$ cat src/rtl/param_serializer_if.sv
`default_nettype none
// ============================================================================
// Module   : param_serializer_if
// Purpose  : Load/shift handshake bundle between the TX FSM and the serializer.
// Revision : 1.0
// ============================================================================
interface param_serializer_if #(
    parameter int DATA_WIDTH = 8
);
    logic [DATA_WIDTH-1:0] P_DATA;
    logic                  Data_Valid;
    logic                  Ready;
    logic                  Ser_En;
    logic                  Ser_Clr;
    logic                  Ser_Data;
    logic                  Ser_Done;
    logic                  Busy;
    logic                  Par_Bit;

    modport master (
        output P_DATA,
        output Data_Valid,
        output Ser_En,
        output Ser_Clr,
        input  Ready,
        input  Ser_Data,
        input  Ser_Done,
        input  Busy,
        input  Par_Bit
    );

    modport slave (
        input  P_DATA,
        input  Data_Valid,
        input  Ser_En,
        input  Ser_Clr,
        output Ready,
        output Ser_Data,
        output Ser_Done,
        output Busy,
        output Par_Bit
    );
endinterface
`default_nettype wire

$ cat src/rtl/param_serializer.sv
`default_nettype none
// ============================================================================
// Module   : param_serializer
// Purpose  : Parallel-to-serial shifter with stall, synchronous abort and parity.
// Revision : 1.0
// ============================================================================
module param_serializer #(
    parameter int   DATA_WIDTH = 8,
    parameter bit   MSB_FIRST  = 1'b0,
    parameter bit   PAR_TYPE   = 1'b0,
    parameter logic IDLE_VAL   = 1'b0
) (
    input  logic               clk,
    input  logic               rst_n,
    param_serializer_if.slave  bus
);

    localparam int                 c_cnt_w = $clog2(DATA_WIDTH);
    localparam logic [c_cnt_w-1:0] c_last  = c_cnt_w'(DATA_WIDTH - 1);

    typedef enum logic [0:0] {
        ST_IDLE  = 1'b0,
        ST_SHIFT = 1'b1
    } state_t;

    state_t                r_state;
    logic [DATA_WIDTH-1:0] r_shift;
    logic [c_cnt_w-1:0]    r_cnt;
    logic                  r_ser_data;
    logic                  r_last;
    logic                  r_done;
    logic                  r_par;

    state_t                w_state_nxt;
    logic [DATA_WIDTH-1:0] w_shift_nxt;
    logic [c_cnt_w-1:0]    w_cnt_nxt;
    logic                  w_ser_data_nxt;
    logic                  w_last_nxt;
    logic                  w_done_nxt;
    logic                  w_par_nxt;
    logic [c_cnt_w-1:0]    w_idx;

    generate
        if (MSB_FIRST) begin : g_msb_first
            assign w_idx = c_last - r_cnt;
        end else begin : g_lsb_first
            assign w_idx = r_cnt;
        end
    endgenerate

    always_ff @(posedge clk or negedge rst_n) begin
        if (!rst_n) begin
            r_state    <= ST_IDLE;
            r_shift    <= '0;
            r_cnt      <= '0;
            r_ser_data <= IDLE_VAL;
            r_last     <= 1'b0;
            r_done     <= 1'b0;
            r_par      <= 1'b0;
        end else begin
            r_state    <= w_state_nxt;
            r_shift    <= w_shift_nxt;
            r_cnt      <= w_cnt_nxt;
            r_ser_data <= w_ser_data_nxt;
            r_last     <= w_last_nxt;
            r_done     <= w_done_nxt;
            r_par      <= w_par_nxt;
        end
    end

    // IDLE is re-entered as the final bit appears so a new word can load
    // immediately; Done trails that final bit by one cycle via r_last.
    always_comb begin
        w_state_nxt    = r_state;
        w_shift_nxt    = r_shift;
        w_cnt_nxt      = r_cnt;
        w_ser_data_nxt = r_ser_data;
        w_last_nxt     = 1'b0;
        w_done_nxt     = r_last;
        w_par_nxt      = r_par;

        if (bus.Ser_Clr) begin
            w_state_nxt    = ST_IDLE;
            w_shift_nxt    = '0;
            w_cnt_nxt      = '0;
            w_ser_data_nxt = IDLE_VAL;
            w_done_nxt     = 1'b0;
        end else begin
            case (r_state)
                ST_IDLE: begin
                    if (bus.Data_Valid) begin
                        w_shift_nxt = bus.P_DATA;
                        w_par_nxt   = (^bus.P_DATA) ^ PAR_TYPE;
                        w_cnt_nxt   = '0;
                        w_state_nxt = ST_SHIFT;
                    end
                end
                ST_SHIFT: begin
                    if (bus.Ser_En) begin
                        w_ser_data_nxt = r_shift[w_idx];
                        if (r_cnt == c_last) begin
                            w_state_nxt = ST_IDLE;
                            w_last_nxt  = 1'b1;
                        end else begin
                            w_cnt_nxt = r_cnt + 1'b1;
                        end
                    end
                end
                default: begin
                    w_state_nxt = ST_IDLE;
                end
            endcase
        end
    end

    assign bus.Ready    = (r_state == ST_IDLE);
    assign bus.Busy     = (r_state == ST_SHIFT);
    assign bus.Ser_Data = r_ser_data;
    assign bus.Ser_Done = r_done;
    assign bus.Par_Bit  = r_par;

    a_ready_busy: assert property (@(posedge clk) disable iff (!rst_n)
        bus.Ready != bus.Busy);
    a_done_single: assert property (@(posedge clk) disable iff (!rst_n)
        bus.Ser_Done |=> !bus.Ser_Done);
    a_cnt_range: assert property (@(posedge clk) disable iff (!rst_n)
        r_cnt <= c_last);

endmodule
`default_nettype wire

$ cat src/flat_wrapper.sv
// flat-port wrapper written by rule: the top's interface ports become plain ports
module param_serializer_flat 
#(
    parameter int   DATA_WIDTH = 8,
    parameter bit   MSB_FIRST  = 1'b0,
    parameter bit   PAR_TYPE   = 1'b0,
    parameter logic IDLE_VAL   = 1'b0
)
  (clk, rst_n, bus_P_DATA, bus_Data_Valid, bus_Ser_En, bus_Ser_Clr, bus_Ready, bus_Ser_Data, bus_Ser_Done, bus_Busy, bus_Par_Bit);
  param_serializer_if #(.DATA_WIDTH(DATA_WIDTH)) bus_i ();
  input  logic clk;
  input  logic rst_n;
  input wire logic [$bits(bus_i.P_DATA)-1:0] bus_P_DATA;
  input wire logic [$bits(bus_i.Data_Valid)-1:0] bus_Data_Valid;
  input wire logic [$bits(bus_i.Ser_En)-1:0] bus_Ser_En;
  input wire logic [$bits(bus_i.Ser_Clr)-1:0] bus_Ser_Clr;
  output wire logic [$bits(bus_i.Ready)-1:0] bus_Ready;
  output wire logic [$bits(bus_i.Ser_Data)-1:0] bus_Ser_Data;
  output wire logic [$bits(bus_i.Ser_Done)-1:0] bus_Ser_Done;
  output wire logic [$bits(bus_i.Busy)-1:0] bus_Busy;
  output wire logic [$bits(bus_i.Par_Bit)-1:0] bus_Par_Bit;
  assign bus_i.P_DATA = bus_P_DATA;
  assign bus_i.Data_Valid = bus_Data_Valid;
  assign bus_i.Ser_En = bus_Ser_En;
  assign bus_i.Ser_Clr = bus_Ser_Clr;
  assign bus_Ready = bus_i.Ready;
  assign bus_Ser_Data = bus_i.Ser_Data;
  assign bus_Ser_Done = bus_i.Ser_Done;
  assign bus_Busy = bus_i.Busy;
  assign bus_Par_Bit = bus_i.Par_Bit;
  param_serializer #(.DATA_WIDTH(DATA_WIDTH), .MSB_FIRST(MSB_FIRST), .PAR_TYPE(PAR_TYPE), .IDLE_VAL(IDLE_VAL)) u_core (.clk(clk), .rst_n(rst_n), .bus(bus_i));
endmodule
$ cat config.mk
export PLATFORM = sky130hd
export DESIGN_NAME = param_serializer_flat
export DESIGN_NICKNAME = d
export VERILOG_FILES = /design/src/rtl/param_serializer_if.sv /design/src/rtl/param_serializer.sv /design/src/flat_wrapper.sv
export SDC_FILE = /design/constraint.sdc
export NUM_CORES = 1
export LEC_CHECK = 0
export BUFFER_PORTS_ARGS = -buffer_cell sky130_fd_sc_hd__buf_2
export CORE_MARGIN = 2
export CORE_UTILIZATION = 35
export DETAILED_ROUTE_END_ITERATION = 6
export SLEW_MARGIN = 25
export SYNTH_ARGS = -nofsm -noshare
export SYNTH_HDL_FRONTEND = slang
export SYNTH_SLANG_ARGS = --single-unit
$ cat constraint.sdc
create_clock -name clk -period 2.4 [get_ports clk]
set_input_delay 0.36 -clock clk [delete_from_list [all_inputs] [get_ports clk]]
set_output_delay 0.36 -clock clk [all_outputs]
set_load 0.005 [all_outputs]
==> impl_metrics.toml, run 1 <==
[outcome]
status = "finished, final reports clean"

[global_route]
grt_max_degree = 19
grtUsageTotal_pct = 14.8
first_global_vias = 654
antenna_found_initial = 0
grt_overflow = 0
grt_pass1_wl_mm = 2.95

[final_layout]
insertedDiodeCount = 0
final_core_util_pct = 43.8
nets = 117
syn2layout_area_growth_pct = 17.6
layout-drive-gt1-share_pct = 24.8
fin_area_um2 = 968

[floorplan]
start_util_pct = 37.2
core_um2 = 2210
fp.dieW_um = 52.5
fp.dieH_um = 52.5
die_area_um2 = 2760
ios = 18
rows = 17

[job]
drv_cap = 0

[logic_synthesis]
netlist_top_cells_area = "dfrtp_1 (49%), nand2_1 (8.7%), xnor2_1 (8.5%)"
syn_area_per_cell_um2 = 9.92
synth_top_area_share_pct = 48.6
synth_cell_types = 21
yosys.area.top_type = "dfrtp_1"
syn_area_um2 = 823
synth_seq_cells = 16
yosysWarnings = 0
synth.net_count = 98
synth-seq-area-share_pct = 48.6
synth_cells = 83

[worst_setup_path]
crit_fanout = 4
end_kind = "register"
critical_path_required_ns = 2.58
cp_slowest_cell = "dfrtp_1"
cp_top_family = "flip-flops"
cp_num_buf_inv = 0
slowest_delay_ns = 0.44
crit_chain = "ha_1 > ha_1 > nor2_1 > nor3_1 > mux2_2"
crit_path_start_kind = "register"
crit_top_cell = "ha_1"
crit_start = "u_core.r_cnt[0]"
path_class = "reg -> reg"
r2r-start = "u_core.r_cnt[0]"
critPathArrivalTime_ns = 1.73

[timing]
setup_viol = 0
tns_ns = 0
final.setup_skew_ns = 0.0112
hold_violations = 0
fin_crit_sh_pct = 64.6
fin_crit_ns = 1.55
rsz0062_at_grt = "false"
fmax_mhz = 645
maxSlewHeadroom_pct = 76.5
worstMarginPinSlew_ns = 0.352
maxSlewViolCount = 0

[power_and_ir_drop]
power_mw = 0.575
power_frac_seq_pct = 52.0
p_int_mw = 0.426
power.share.switching_pct = 25.9
leakage_nw = 0.439
pwr-share-clk_pct = 30.6
peakVddDrop_mv = 0.288
power_density_nw_per_um2 = 594
p_switching_mw = 0.149
comb_power_share_pct = 17.4

[cts]
cts_buffer_depth = 2
cts.sinks = 16
cts_buffers = 3
path_clk_slew_ns = 0.10
clk_latency_ns = 0.28
postCtsSetupBuffers = 0
htreeDepth = 1
clock-root-buffer = "clkbuf_4"
tritoncts = "yes"

[route]
drcViolationCount = 0
viasPerCell = 4.85
drtAntennaViolNets = 0
vias = 626
routed_wl_mm = 1.61
wl_per_cell_um = 12.5
dr.pass1.iters = 4
first_iter_violations = 7

[placement]
place.gp.congestion = 0.872
dpl.hpwl_mm = 1.21
port_buffers = 17
placed_cell_area_um2 = 922

[min_path]
hold_path_class = "in -> reg"
hp-start = "bus_P_DATA[1]"
[stage by stage]
| step | std cells | hold WS (ns) | setup slack [ns] |
|---|---|---|---|
| after detailed placement | 124 | 0.296 | 0.839 |
| after CTS | 129 | 0.309 | 0.858 |
| after global placement | 124 | 0.294 | 0.867 |
| final | 129 | 0.312 | 0.851 |
| after global routing | 129 | 0.316 | 0.717 |
| after floorplan | 83 | 0.0644 | 0.967 |
[power by group through the flow]
stage | Sequential [mW] | Clock [mW] | Combinational (mW)
floorplan | 0.301 | 0 | 0.0627
global placement | 0.303 | 0 | 0.100
detailed placement | 0.304 | 0 | 0.101
CTS | 0.299 | 0.183 | 0.102
global route | 0.302 | 0.198 | 0.115
finish | 0.299 | 0.176 | 0.100
[worst paths after layout]
| path | end | depth (start not counted) | slack (ns) |
|---|---|---|---|
| worst max-delay path | u_core.r_cnt[1] | 5 | 0.85 |
| worst max register to register | u_core.r_cnt[1] | 5 | 0.85 |
| min in group asynchronous | u_core.bus.Ser_Data | 2 | 0.51 |
| worst min-delay path | u_core.r_shift[1] | 3 | 0.31 |
| worst min register to register | u_core.bus.Ser_Done | 1 | 0.49 |
| max in group asynchronous | u_core.r_shift[7] | 2 | 1.63 |
[state kept, by name, summed over array words and instances, names as in the netlist]
register             cells
u_core.bus.Par_Bit       1
u_core.bus.Ser_Data      1
u_core.r_shift           8
u_core.bus.Busy          1
u_core.r_last            1
u_core.r_cnt             3
u_core.bus.Ser_Done      1
[cell families after synthesis]
family | count (synthesis) | synth area share, %
AO/OA/AOI/OAI | 14 | 9.27
XOR/XNOR | 8 | 8.51
adder cells (fa/ha/maj) | 2 | 3.04
buffers and inverters | 6 | 3.95
flip-flops | 16 | 48.6
multiplexers | 7 | 10.3
AND/OR/NAND/NOR | 30 | 16.3
[final cells by class]
cell class | instances | area, µm²
Fill cell | 235 | 1240
Sequential cell | 16 | 400
Multi-Input combinational cell | 61 | 390
Timing Repair Buffer | 19 | 103
Clock buffer | 4 | 36.3
Tap cell | 28 | 35.0
Inverter | 1 | 3.75
[cell usage in the layout (no fill, tap or decap)]
cell type,synthesis,final
nand2_1,19,19
buf_2,1,17
dfrtp_1,16,16
a21oi_1,11,11
xnor2_1,8,8
mux2i_1,4,4
nor2_1,3,3
nor3b_1,3,3
clkbuf_4,0,3
nor2b_1,2,2
nor3_1,2,2
mux2_2,2,2
ha_1,2,2
inv_1,1,1
nand2b_1,1,1
mux4_2,1,1
a311oi_1,1,1
o21ai_0,1,1
o31ai_1,1,1
clkbuf_8,0,1
dlygate4sd3_1,0,1
buf_4,0,1
[timing repair]
| action | CTS | global route |
|---|---|---|
| hold endpoints to repair | 16 | 0 |
| gates resized for setup | 0 | 0 |
| hold buffers | 1 | 0 |
| setup endpoints to repair | 0 | 0 |
[layer usage]
| metal | vias up | share of wire, % | track usage (%) |
|---|---|---|---|
| met3 | 2 | 5.4 | 3.71 |
| met5 | - | 0 | 0 |
| li1 | 313 | - | - |
| met4 | 0 | 0.68 | 5.98 |
| met2 | 15 | 46 | 23.3 |
| met1 | 296 | 48 | 19.3 |
[synthesized netlist by cell type]
| master | count |
|---|---|
| nor2b_1 | 2 |
| clkbuf_2 | 1 |
| mux2_2 | 2 |
| nor2_1 | 3 |
| xnor2_1 | 8 |
| nor3_1 | 2 |
| ha_1 | 2 |
| a311oi_1 | 1 |
| o31ai_1 | 1 |
| buf_2 | 1 |
| nand2b_1 | 1 |
| clkbuf_1 | 2 |
| inv_1 | 1 |
| dfrtp_1 | 16 |
| o21ai_0 | 1 |
| a21oi_1 | 11 |
| mux2i_1 | 4 |
| nand2_1 | 19 |
| nor3b_1 | 3 |
| mux4_2 | 1 |
| buf_6 | 1 |
[worst min-delay path: stages]
cell and delay [ns]:
buf_2 0.11, nand2_1 0.05, a21oi_1 0.05
Note: power is estimated with default switching activity, not from simulation.
==> run 2, diff against run 1 <==
==> constraint.sdc (replaced) <==
create_clock -name clk -period 1.55 [get_ports clk]
set_input_delay 0.2325 -clock clk [delete_from_list [all_inputs] [get_ports clk]]
set_output_delay 0.2325 -clock clk [all_outputs]
set_load 0.005 [all_outputs]
==> run 2 against run 1 <==
Compared with the run above:
- utilization grew 0.68 points
- sequential share of layout area shrank 0.50 points
- register-to-register slack lost 0.75 ns
- global-route usage shrank 0.069 points
- die area is the same
- clock skew shrank 0.0071 ns
- first-iteration DRC count shrank 14%
- routed wire length grew 0.31%
- worst hold slack lost 0.11 ns
- non-clock buffer count grew 3
- critical path type unchanged
==> impl_metrics.toml, run 2 (synthesis results as in run 1) <==
[outcome]
status = "finished, final reports clean"

[worst_setup_path]
slowest_delay_ns = 0.48
crit_chain = "mux2i_1 > mux4_2 > a311oi_1"
critical_path_required_ns = 1.74
crit_path_start_kind = "register"
path_class = "reg -> reg"
crit_fanout = 6
critPathArrivalTime_ns = 1.64
cp_slowest_cell = "mux4_2"
end_kind = "register"

[route]
vias = 656
wl_per_cell_um = 12.3
drtAntennaViolNets = 0
routed_wl_mm = 1.62
drcViolationCount = 0
dr.pass1.iters = 4
first_iter_violations = 6
viasPerCell = 5.01

[cts]
path_clk_slew_ns = 0.09
cts_buffers = 3
tritoncts = "yes"
clk_latency_ns = 0.28
htreeDepth = 1
cts_buffer_depth = 2
postCtsSetupBuffers = 0
cts.sinks = 16
clock-root-buffer = "clkbuf_4"

[power_and_ir_drop]
power.share.switching_pct = 27.1
pwr-share-clk_pct = 25.4
power_frac_seq_pct = 54.7
leakage_nw = 0.446
comb_power_share_pct = 19.9
peakVddDrop_mv = 0.482
p_switching_mw = 0.228
power_density_nw_per_um2 = 855
p_int_mw = 0.613

[final_layout]
nets = 120
fin_area_um2 = 983
regArea_um2 = 402
layout-drive-gt1-share_pct = 28.2
nFillCells = 228
stdcell_count = 131
multi_input_area_um2 = 395
top_register = "u_core.r_shift"
final_core_util_pct = 44.5
mostFrequentLayoutCells = "nand2_1 (19), buf_2 (17), dfrtp_1 (15)"
insertedDiodeCount = 0
top_regs = "u_core.r_shift x8, u_core.r_cnt x3"
layout_commonest_cell = "nand2_1"
largest_reg_flops = 8
syn2layout_area_growth_pct = 19.5

[timing]
fin_crit_sh_pct = 93.4
setup_viol = 0
final.setup_skew_ns = 0.00416
fmax_mhz = 691
rsz0062_at_grt = "false"
fin_crit_ns = 1.45
hold_violations = 0
maxSlewHeadroom_pct = 76.7
tns_ns = 0
maxSlewViolCount = 0
worstMarginPinSlew_ns = 0.348

[min_path]
hold_path_class = "in -> reg"

[global_route]
grt_max_degree = 18
first_global_vias = 681
grt_overflow = 0
grt_pass1_wl_mm = 2.95
antenna_found_initial = 0
grtUsageTotal_pct = 14.8

[placement]
place.gp.congestion = 0.754
port_buffers = 17
placed_cell_area_um2 = 945
placed_cells_incl_taps = 127
dpl.hpwl_mm = 1.24

[job]
drv_cap = 0

[floorplan]
fp.dieH_um = 52.5
start_util_pct = 37.2
fp.dieW_um = 52.5
die_area_um2 = 2760
core_um2 = 2210
rows = 17
ios = 18
==> run 2: power groups by stage <==
stage	Combinational, mW	Clock [mW]	Sequential (mW)
floorplan	0.0971	0	0.465
CTS	0.169	0.220	0.461
detailed placement	0.167	0	0.469
global route	0.192	0.235	0.466
finish	0.168	0.214	0.460
global placement	0.163	0	0.468
==> run 2: path summary, 6_finish.rpt <==
| kind | start | to | slack (ns) | depth (start not counted) |
|---|---|---|---|---|
| worst min register to register | u_core.r_last | u_core.bus.Ser_Done | 0.46 | 1 |
| worst max-delay path | u_core.r_cnt[2] | u_core.bus.Ser_Data | 0.10 | 3 |
| max in group asynchronous | rst_n | u_core.r_cnt[2] | 0.91 | 2 |
| worst min-delay path | bus_P_DATA[3] | u_core.r_shift[3] | 0.20 | 3 |
| worst max register to register | u_core.r_cnt[2] | u_core.bus.Ser_Data | 0.10 | 3 |
| min in group asynchronous | rst_n | u_core.bus.Ser_Done | 0.38 | 2 |
==> run 2: what timing repair did <==
item,CTS,global route
gates resized for setup,1,1
endpoints found under the setup margin,1,2
hold endpoints to repair,16,0
hold buffers,1,0
==> run 2: cell type report <==
class / count / area share [%]
clock buffer: 3 / 2.29
inverter: 1 / 0.382
multi-input combinational: 61 / 40.2
sequential: 16 / 40.8
tap: 28 / 3.56
timing repair buffer: 22 / 12.7
==> run 2: routing by layer <==
layer	GRT usage, %	part of all wire (%)
met1	17.5	47
met2	25.8	47
met3	5.14	5.3
met4	2.56	0.80
met5	0	0
==> run 2: critical path: cells and delay by family, from the launching register on <==
family	cells	cell delay, ns
AOI/OAI and AO/OA	1	0.27
muxes	2	0.62
DFF	1	0.47
==> run 2: metrics by stage <==
| step | power, mW | hold slack (ns) | setup WS [ns] |
|---|---|---|---|
| after global routing | 0.893 | 0.202 | 0.0434 |
| final | 0.841 | 0.199 | 0.102 |
| after CTS | 0.849 | 0.194 | 0.0207 |
| after detailed placement | 0.636 | 0.158 | 0.0201 |
| after floorplan | 0.562 | -0.0631 | 0.117 |
| after global placement | 0.631 | 0.166 | 0.0938 |
==> run 3, diff against run 2 <==
--- a/config.mk
+++ b/config.mk
@@ -9,6 +9,7 @@
 export CORE_MARGIN = 2
 export CORE_UTILIZATION = 35
 export DETAILED_ROUTE_END_ITERATION = 6
+export GPL_TIMING_DRIVEN = 0
 export SLEW_MARGIN = 25
 export SYNTH_ARGS = -nofsm -noshare
 export SYNTH_HDL_FRONTEND = slang
==> run 3 against run 2 <==
Compared with the run above:
- clock-buffer cell count did not move
- sequential cell count stayed put
- non-clock buffer count increased by 2
==> impl_metrics.toml, run 3 (synthesis results as in run 1) <==
[final_layout]
top_register = "u_core.r_shift"
syn2layout_area_growth_pct = 21.3
largest_reg_flops = 8
mostFrequentLayoutCells = "nand2_1 (19), buf_2 (17), dfrtp_1 (15)"
top_regs = "u_core.r_shift x8, u_core.r_cnt x3"
layout-drive-gt1-share_pct = 27.6
layout_commonest_cell = "nand2_1"
nFillCells = 230
fin_area_um2 = 998
insertedDiodeCount = 0
nets = 122
final_core_util_pct = 45.1

[worst_setup_path]
rr_worst_depth = 5
crit_fanout = 4
cp_num_buf_inv = 0
path_class = "reg -> reg"
end_kind = "register"
cp.depth = 5
crit_top_cell = "ha_1"
cp_slowest_cell = "dfrtp_2"
critical_path_required_ns = 1.72
crit_chain = "ha_1 > ha_1 > nor2_1 > nor3_4 > mux2_2"
slowest_delay_ns = 0.44
critPathArrivalTime_ns = 1.65
crit_path_start_kind = "register"
cp_top_family = "flip-flops"

[power_and_ir_drop]
power_mw = 0.836
power_density_nw_per_um2 = 837
peakVddDrop_mv = 0.385
leakage_nw = 0.452

[timing]
fin_ws_ns = 0.0665
hold_violations = 0
final.setup_skew_ns = 0.00482
rsz0062_at_grt = "false"
fmax_mhz = 674
setup_viol = 0
tns_ns = 0
fin_crit_sh_pct = 95.7
worstMarginPinSlew_ns = 0.462
fin_crit_ns = 1.48
maxSlewHeadroom_pct = 69.2
maxSlewViolCount = 0

[cts]
tritoncts = "yes"
clock-root-buffer = "clkbuf_4"
path_clk_slew_ns = 0.09
clk_latency_ns = 0.28
htreeDepth = 1
cts_buffer_depth = 2
cts_buffers = 3
cts.sinks = 16

[global_route]
grt_pass1_wl_mm = 2.59
first_global_vias = 592
grtUsageTotal_pct = 13.5
antenna_found_initial = 0
grt_overflow = 0
grt_max_degree = 17

[floorplan]
core_um2 = 2210
rows = 17
die_area_um2 = 2760
start_util_pct = 37.2
fp.dieH_um = 52.5
fp.dieW_um = 52.5
ios = 18

[placement]
dpl.hpwl_mm = 1.16
place_ws_ns = -0.0378
port_buffers = 16
place.gp.congestion = 0.768
placed_cell_area_um2 = 938

[route]
wl_per_cell_um = 11.5
viasPerCell = 4.86
first_iter_violations = 11
drcViolationCount = 0
vias = 647
drtAntennaViolNets = 0
routed_wl_mm = 1.53
dr.pass1.iters = 4

[job]
drv_cap = 0

[min_path]
worstHoldPathCells = 2
hold_path_class = "in -> reg"

[outcome]
status = "finished, final reports clean"
==> run 3: cell count changes in the layout (fill, tap and decap cells not counted) <==
cell	before	now
clkbuf_2	0	1
buf_6	0	1
nor3_2	1	0
nor3_4	0	1
clkbuf_1	0	2
buf_4	4	2
==> run 3: worst register-to-register path, delay by kind of cell, from the launching register on <==
kind / cells / cell delay [ns]
adder cells (fa/ha/maj): 2 / 0.41
flip-flops: 1 / 0.44
multiplexers: 1 / 0.28
AND/OR/NAND/NOR: 2 / 0.24
==> run 3: worst paths after layout <==
check / start / end / slack [ns]
worst max-delay path: u_core.r_cnt[0] / u_core.r_cnt[1] / 0.07
worst min-delay path: bus_Ser_En / u_core.bus.Ser_Data / 0.19
worst max register to register: u_core.r_cnt[0] / u_core.r_cnt[1] / 0.07
worst min register to register: u_core.r_last / u_core.bus.Ser_Done / 0.47
max in group asynchronous: rst_n / u_core.r_cnt[0] / 0.88
min in group asynchronous: rst_n / u_core.bus.Ser_Done / 0.39
==> run 3: area by class of cell <==
class                      instances  area (µm²)  area share, %
sequential                        16         402           40.2
multi-input combinational         61         402           40.2
timing repair buffer              19         105           10.5
tap                               28        35.0           3.51
buffer                             5        28.8           2.88
clock buffer                       3        22.5           2.26
inverter                           1        3.75          0.376
==> run 3: repair_timing <==
action / 4_1_cts / 5_1_grt
gates resized for setup: 1 / 2
hold buffers: 1 / 0
hold endpoints to repair: 16 / 0
buffers inserted: 0 / 2
endpoints found under the setup margin: 2 / 3
==> run 3: routing by layer <==
metal / vias up / GRT usage, % / share of wire, %
met5: - / 0 / 0
met4: 0 / 6.41 / 1.0
met3: 2 / 4.29 / 6.0
met2: 19 / 22.3 / 46
met1: 302 / 15.6 / 46
li1: 324 / - / -
==> run 3: per-stage QoR <==
stage,instances,hold WS (ns)
floorplan,83,-0.0631
global placement,127,0.167
detailed placement,127,0.166
CTS,131,0.181
global route,133,0.187
finish,133,0.192
==> run 3: power by group <==
group          switching [mW]  total (mW)  internal, mW
clock                   0.119       0.210        0.0901
sequential             0.0137       0.457         0.444
combinational          0.0905       0.169        0.0787
